`src/rtl/mem_arbiter.sv`:
```
// Byte-serial arbiter sharing one 8-bit RAM port between instruction fetch and load/store.
// Multi-byte requests become one RAM byte per cycle; read bytes are reassembled little-endian.
module mem_arbiter #(
  parameter int ADDR_W = 32
) (
  input  logic              clk,
  input  logic              rst,
  input  logic              if_req,
  input  logic [ADDR_W-1:0] if_addr,
  output logic              if_ack,
  output logic [31:0]       if_data,
  input  logic              mem_req,
  input  logic              mem_wr,
  input  logic [1:0]        mem_size,
  input  logic [ADDR_W-1:0] mem_addr,
  input  logic [31:0]       mem_wdata,
  output logic              mem_ack,
  output logic [31:0]       mem_rdata,
  input  logic [7:0]        ram_din,
  output logic [7:0]        ram_dout,
  output logic [ADDR_W-1:0] ram_a,
  output logic              ram_wr,
  output logic              busy
);

  typedef enum logic [1:0] {
    IDLE  = 2'd0,
    READ  = 2'd1,
    WRITE = 2'd2,
    ACK   = 2'd3
  } state_t;

  state_t            state_r;
  logic [ADDR_W-1:0] base_r;
  logic [2:0]        n_r;
  logic [2:0]        cnt_r;
  logic [31:0]       wdata_r;
  logic [31:0]       buf_r;
  logic              fetch_r;

  logic [2:0]        nxt_s;
  logic [2:0]        prv_s;
  logic [31:0]       cap_s;

  function automatic logic [2:0] size_bytes(input logic [1:0] size);
    case (size)
      2'd0:    return 3'd1;
      2'd1:    return 3'd2;
      default: return 3'd4;
    endcase
  endfunction

  function automatic logic [7:0] lane(input logic [31:0] w, input logic [2:0] k);
    return 8'(w >> {k, 3'b000});
  endfunction

  // The assembly buffer is cleared at grant, so OR-ing a lane in is enough.
  function automatic logic [31:0] put_byte(input logic [31:0] w, input logic [2:0] k,
                                           input logic [7:0] b);
    return w | (32'(b) << {k, 3'b000});
  endfunction

  assign nxt_s = cnt_r + 3'd1;
  assign prv_s = cnt_r - 3'd1;
  assign cap_s = put_byte(buf_r, prv_s, ram_din);

  // Arbitration FSM with all interface outputs registered.
  always_ff @(posedge clk or negedge rst) begin
    if (!rst) begin
      state_r   <= IDLE;
      base_r    <= '0;
      n_r       <= 3'd0;
      cnt_r     <= 3'd0;
      wdata_r   <= 32'd0;
      buf_r     <= 32'd0;
      fetch_r   <= 1'b0;
      if_ack    <= 1'b0;
      if_data   <= 32'd0;
      mem_ack   <= 1'b0;
      mem_rdata <= 32'd0;
      ram_dout  <= 8'd0;
      ram_a     <= '0;
      ram_wr    <= 1'b0;
      busy      <= 1'b0;
    end else begin
      case (state_r)
        IDLE: begin
          if_ack  <= 1'b0;
          mem_ack <= 1'b0;
          cnt_r   <= 3'd0;
          buf_r   <= 32'd0;
          if (mem_req) begin
            base_r  <= mem_addr;
            n_r     <= size_bytes(mem_size);
            wdata_r <= mem_wdata;
            fetch_r <= 1'b0;
            ram_a   <= mem_addr;
            busy    <= 1'b1;
            if (mem_wr) begin
              ram_dout <= mem_wdata[7:0];
              ram_wr   <= 1'b1;
              state_r  <= WRITE;
            end else begin
              state_r  <= READ;
            end
          end else if (if_req) begin
            base_r  <= if_addr;
            n_r     <= 3'd4;
            fetch_r <= 1'b1;
            ram_a   <= if_addr;
            busy    <= 1'b1;
            state_r <= READ;
          end else begin
            busy    <= 1'b0;
          end
        end
        READ: begin
          // Byte k arrives on ram_din two edges after its address was registered.
          cnt_r <= nxt_s;
          if (cnt_r != 3'd0) begin
            buf_r <= cap_s;
          end
          if (cnt_r == n_r) begin
            state_r <= ACK;
            if (fetch_r) begin
              if_ack  <= 1'b1;
              if_data <= cap_s;
            end else begin
              mem_ack   <= 1'b1;
              mem_rdata <= cap_s;
            end
          end else if (nxt_s < n_r) begin
            ram_a <= base_r + ADDR_W'(nxt_s);
          end
        end
        WRITE: begin
          if (nxt_s < n_r) begin
            cnt_r    <= nxt_s;
            ram_a    <= base_r + ADDR_W'(nxt_s);
            ram_dout <= lane(wdata_r, nxt_s);
          end else begin
            ram_wr  <= 1'b0;
            mem_ack <= 1'b1;
            state_r <= ACK;
          end
        end
        ACK: begin
          if_ack  <= 1'b0;
          mem_ack <= 1'b0;
          busy    <= 1'b0;
          state_r <= IDLE;
        end
        default: begin
          if_ack  <= 1'b0;
          mem_ack <= 1'b0;
          ram_wr  <= 1'b0;
          busy    <= 1'b0;
          state_r <= IDLE;
        end
      endcase
    end
  end

endmodule

```
`config.mk`:
```
export PLATFORM = sky130hd
export DESIGN_NAME = mem_arbiter
export DESIGN_NICKNAME = d
export VERILOG_FILES = /design/src/rtl/mem_arbiter.sv
export SDC_FILE = /design/constraint.sdc
export NUM_CORES = 1
export LEC_CHECK = 0
export CORE_ASPECT_RATIO = 1.25
export CORE_MARGIN = 2
export CORE_UTILIZATION = 34
export DETAILED_ROUTE_END_ITERATION = 10
export PLACE_DENSITY = 0.61
export SYNTH_ARGS = -nofsm -noshare
export SYNTH_HDL_FRONTEND = slang
export SYNTH_SLANG_ARGS = --single-unit
```
`constraint.sdc`:
```
create_clock -name clk -period 3.2 [get_ports clk]
set_input_delay 0.64 -clock clk [delete_from_list [all_inputs] [get_ports clk]]
set_output_delay 0.64 -clock clk [all_outputs]
set_load 0.01 [all_outputs]
```
==> impl_metrics.csv <==
group,metric,value,unit
die,die_w,156.4,um
setup_path,critPathMaxFanout,40,
clock_network,post_cts_buffers,0,
final_layout,drive_gt1_share,11.91,%
route,ant_nets,0,
timing,fin_ws,270.1,ps
die,core.rowCount,69,
route,dr.pass1.iters,5,
pwr,power_frac_comb,48.8,%
timing,skew,5.859,ps
clock_network,cts_tree,"yes",
logic_synthesis,ys_ff_latch,213,
logic_synthesis,ys_seq_area_share,53.97,%
timing,finalMaxSlewViolations,0,
grt,grt_max_degree,90,
clock_network,htreeDepth,1,
logic_synthesis,syn_area,0.009876,mm2
route,viasPerCell,5.123,
clock_network,clkTransAtPathRegs,60,ps
logic_synthesis,synth_edf_count,0,
grt,antenna_found_initial,3,
setup_path,cp-start-kind,"flip-flop",
timing,fin_crit,2930,ps
logic_synthesis,synth_area_per_cell,10.31,um2
logic_synthesis,synth_top_cell_by_area,"dfrtp_1",
placement,port_buffers,218,
route,dr_total_vias,7889,
logic_synthesis,synth_fp_nets,1085,
setup_path,required,3620,ps
timing,period_share,91.56,%
logic_synthesis,ys_top_cells_by_area,"dfrtp_1 54%, mux2_2 5.2%, nand2_1 4.8%",
route,drc,0,
final_layout,multi_input_area,0.004254,mm2
route,drt_wl_total,26590,um
pwr,power_density,1120,mW/mm2
flow_run,max_cap_viol_count,0,
grt,grt_pass1_wl,43150,um
setup_path,cp_data_arrival_time,3350,ps
final_layout,fill_cells,2692,
timing,holdWs,174.0,ps
setup_path,crit_start,"cnt_r[0]",
logic_synthesis,synth_ff_type,"dfrtp_1",
clock_network,cts_buffers,23,
pwr,pwr-share-seq,33.2,%
setup_path,cpMaxStageDelayCell,"or3_2",
pwr,ir_drop,775.5,uV
setup_path,end_kind,"flip-flop",
timing,worst-slew-pin-transition,1068,ps
setup_path,r2r-start,"cnt_r[0]",
die,initial_core_util,34.66,%
timing,maxSlewHeadroom,28.39,%
clock_network,ctsResizeCount,0,
grt,grt_overflow,0,
timing,finalSetupViolations,0,
logic_synthesis,ys_types,48,
timing,timing.fmax,0.3413,GHz
route,wl_per_cell,17.27,um
die,core_area,0.02849,mm2
setup_path,crit_type,"flip-flop to flip-flop",
clock_network,clockBufferDepth,3,
pwr,power.share.clock,18.0,%
logic_synthesis,synthDominantCellAreaShare,53.97,%
final_layout,final_area,0.01331,mm2
clock_network,postCtsHoldBufs,0,
pwr,swShare,38.72,%
final_layout,seqCellArea,0.005330,mm2
route,drtIter0Drc,304,
grt,grt_pass1_vias,7952,
placement,dp_worst_setup_slack,212.1,ps
min_path,hp-class,"input pin to async pin",
timing,final_hold_viol_count,0,
clock_network,root_buffer,"clkbuf_16",
grt,grt_usage,17.61,%
logic_synthesis,netlist_instances,958,
logic_synthesis,ys_warn_count,0,
pwr,internal_power,0.009134,W
timing,rsz0062_at_grt,"no",
pwr,p_leak,5.695,nW
placement,routabilityCongestion,0.8178,
die,dieArea,0.03043,mm2
clock_network,clock_latency,510,ps
logic_synthesis,async_flop_share,100.0,%
outcome,status,"completed",
clock_network,cts.sinks,213,
final_layout,final_util,46.71,%
timing,final.setup.tns,0,ps
setup_path,cpPeakStageDelay,780,ps
die,die_h,194.5,um
die,ios,219,
placement,hpwl,18970,um
final_layout,area_growth,34.75,%
setup_path,crit_top_cell,"ha_1",
placement,placed_area,0.01255,mm2
setup_path,timing.critical_path.cells,"inv_1 > ha_1 > ha_1 > nor2b_1 > o31a_1 > or3_2 > or3_1 > o211ai_1",
final_layout,final_nets,1295,
pwr,p_sw,0.005772,W
==> layout make-up <==
| type | instances | area share (%) |
|---|---|---|
| Timing Repair Buffer | 249 | 18.51 |
| Sequential cell | 213 | 40.05 |
| Tap cell | 355 | 3.338 |
| Inverter | 15 | 0.4231 |
| Clock buffer | 33 | 4.983 |
| Multi-Input combinational cell | 666 | 31.97 |
| Clock inverter | 8 | 0.7052 |
| Antenna cell | 1 | 0.01880 |
==> through the flow <==
stage	power, W	cells
2_1_floorplan	0.009181	958
6_report	0.01491	1540
5_1_grt	0.01613	1540
3_5_place_dp	0.01236	1498
4_1_cts	0.01509	1539
3_3_place_gp	0.01215	1498
==> placed cells by master, fill, tap and decap left out, types with 7 or more instances in the layout <==
cell and count:
mux4_2 8, ha_1 15, xor2_1 16, clkbuf_16 23, or3_1 18, nor2_1 77, clkdlybuf4s50_1 216, buf_4 27
a22o_1 10, xnor2_1 10, dfrtp_1 213, a21oi_1 77, mux2i_1 37, mux2_2 46, a31oi_1 34, o211ai_1 16
nand3_1 9, nor4_1 7, inv_1 14, nor3_1 7, o21ai_0 84, nand2_1 126, nand4_1 13, o31ai_1 7
==> path summary, 6_finish.rpt <==
check / endpoint / slack, ps / cells after the start
min in group clk: if_data[23] / 480 / 2
setup reg to reg: ram_a[18] / 270 / 8
max in group asynchronous: base_r[20] / 2240 / 2
hold reg to reg: if_data[23] / 480 / 2
hold / removal: mem_rdata[28] / 170 / 1
setup / recovery: ram_a[18] / 270 / 8
==> cell usage after synthesis, drive strengths merged (2+ instances only) <==
cell type,number
inv,15
o21ai,86
a22o,10
clkbuf,43
or3,19
a21oi,77
dfrtp,213
nor3,10
or4,2
or2,3
and3,5
xnor2,10
o211ai,16
nand4,13
o31ai,7
nor4,7
mux4,8
nor2b,3
nand3,9
o21a,3
o2111ai,3
buf,21
and2,5
a31oi,34
mux2i,37
ha,15
nand2,127
mux2,46
xor2,16
a31o,4
and4,2
nor2,77
o31a,4
==> registers in the layout, indices dropped and copies added, names as in the netlist <==
| register | flops |
|---|---|
| mem_ack | 1 |
| cnt_r | 3 |
| ram_wr | 1 |
| if_data | 32 |
| busy | 1 |
| if_ack | 1 |
| ram_dout | 8 |
| base_r | 32 |
| ram_a | 32 |
| n_r | 3 |
| buf_r | 32 |
| state_r | 2 |
| wdata_r | 32 |
| mem_rdata | 32 |
| fetch_r | 1 |
==> power by group through the flow <==
stage	combinational, W	clock, W	sequential (W)
2_1_floorplan	0.00408	0	0.00510
3_3_place_gp	0.00718	0	0.00496
3_5_place_dp	0.00737	0	0.00500
4_1_cts	0.00738	0.00275	0.00496
5_1_grt	0.00813	0.00286	0.00514
6_report	0.00727	0.00268	0.00495
==> metal layers <==
layer  up-vias  GRT usage [%]  routed length (um)
met1      3831          22.29               11010
met4         4          4.485                 502
met3        38          3.233                1447
met5         -              0                  25
li1       3812              -                   -
met2       204          30.89               13610
==> logic make-up after synthesis <==
logic type	count (synthesis)	synth area share [%]
simple gates	284	12.80
compound gates	249	14.72
flops	213	53.97
mux	91	10.82
buf+inv	79	3.281
xor+xnor	26	2.306
fa+ha+maj	16	2.103
==> critical path: cells and delay by family, from the launching register on <==
| kind | cells | cell delay (ps) |
|---|---|---|
| AND/OR/NAND/NOR | 3 | 1380 |
| adder cells (fa/ha/maj) | 2 | 630 |
| buffers and inverters | 1 | 70 |
| AO/OA/AOI/OAI | 2 | 360 |
| flip-flops | 1 | 390 |
(Power assumes the default switching activity.)
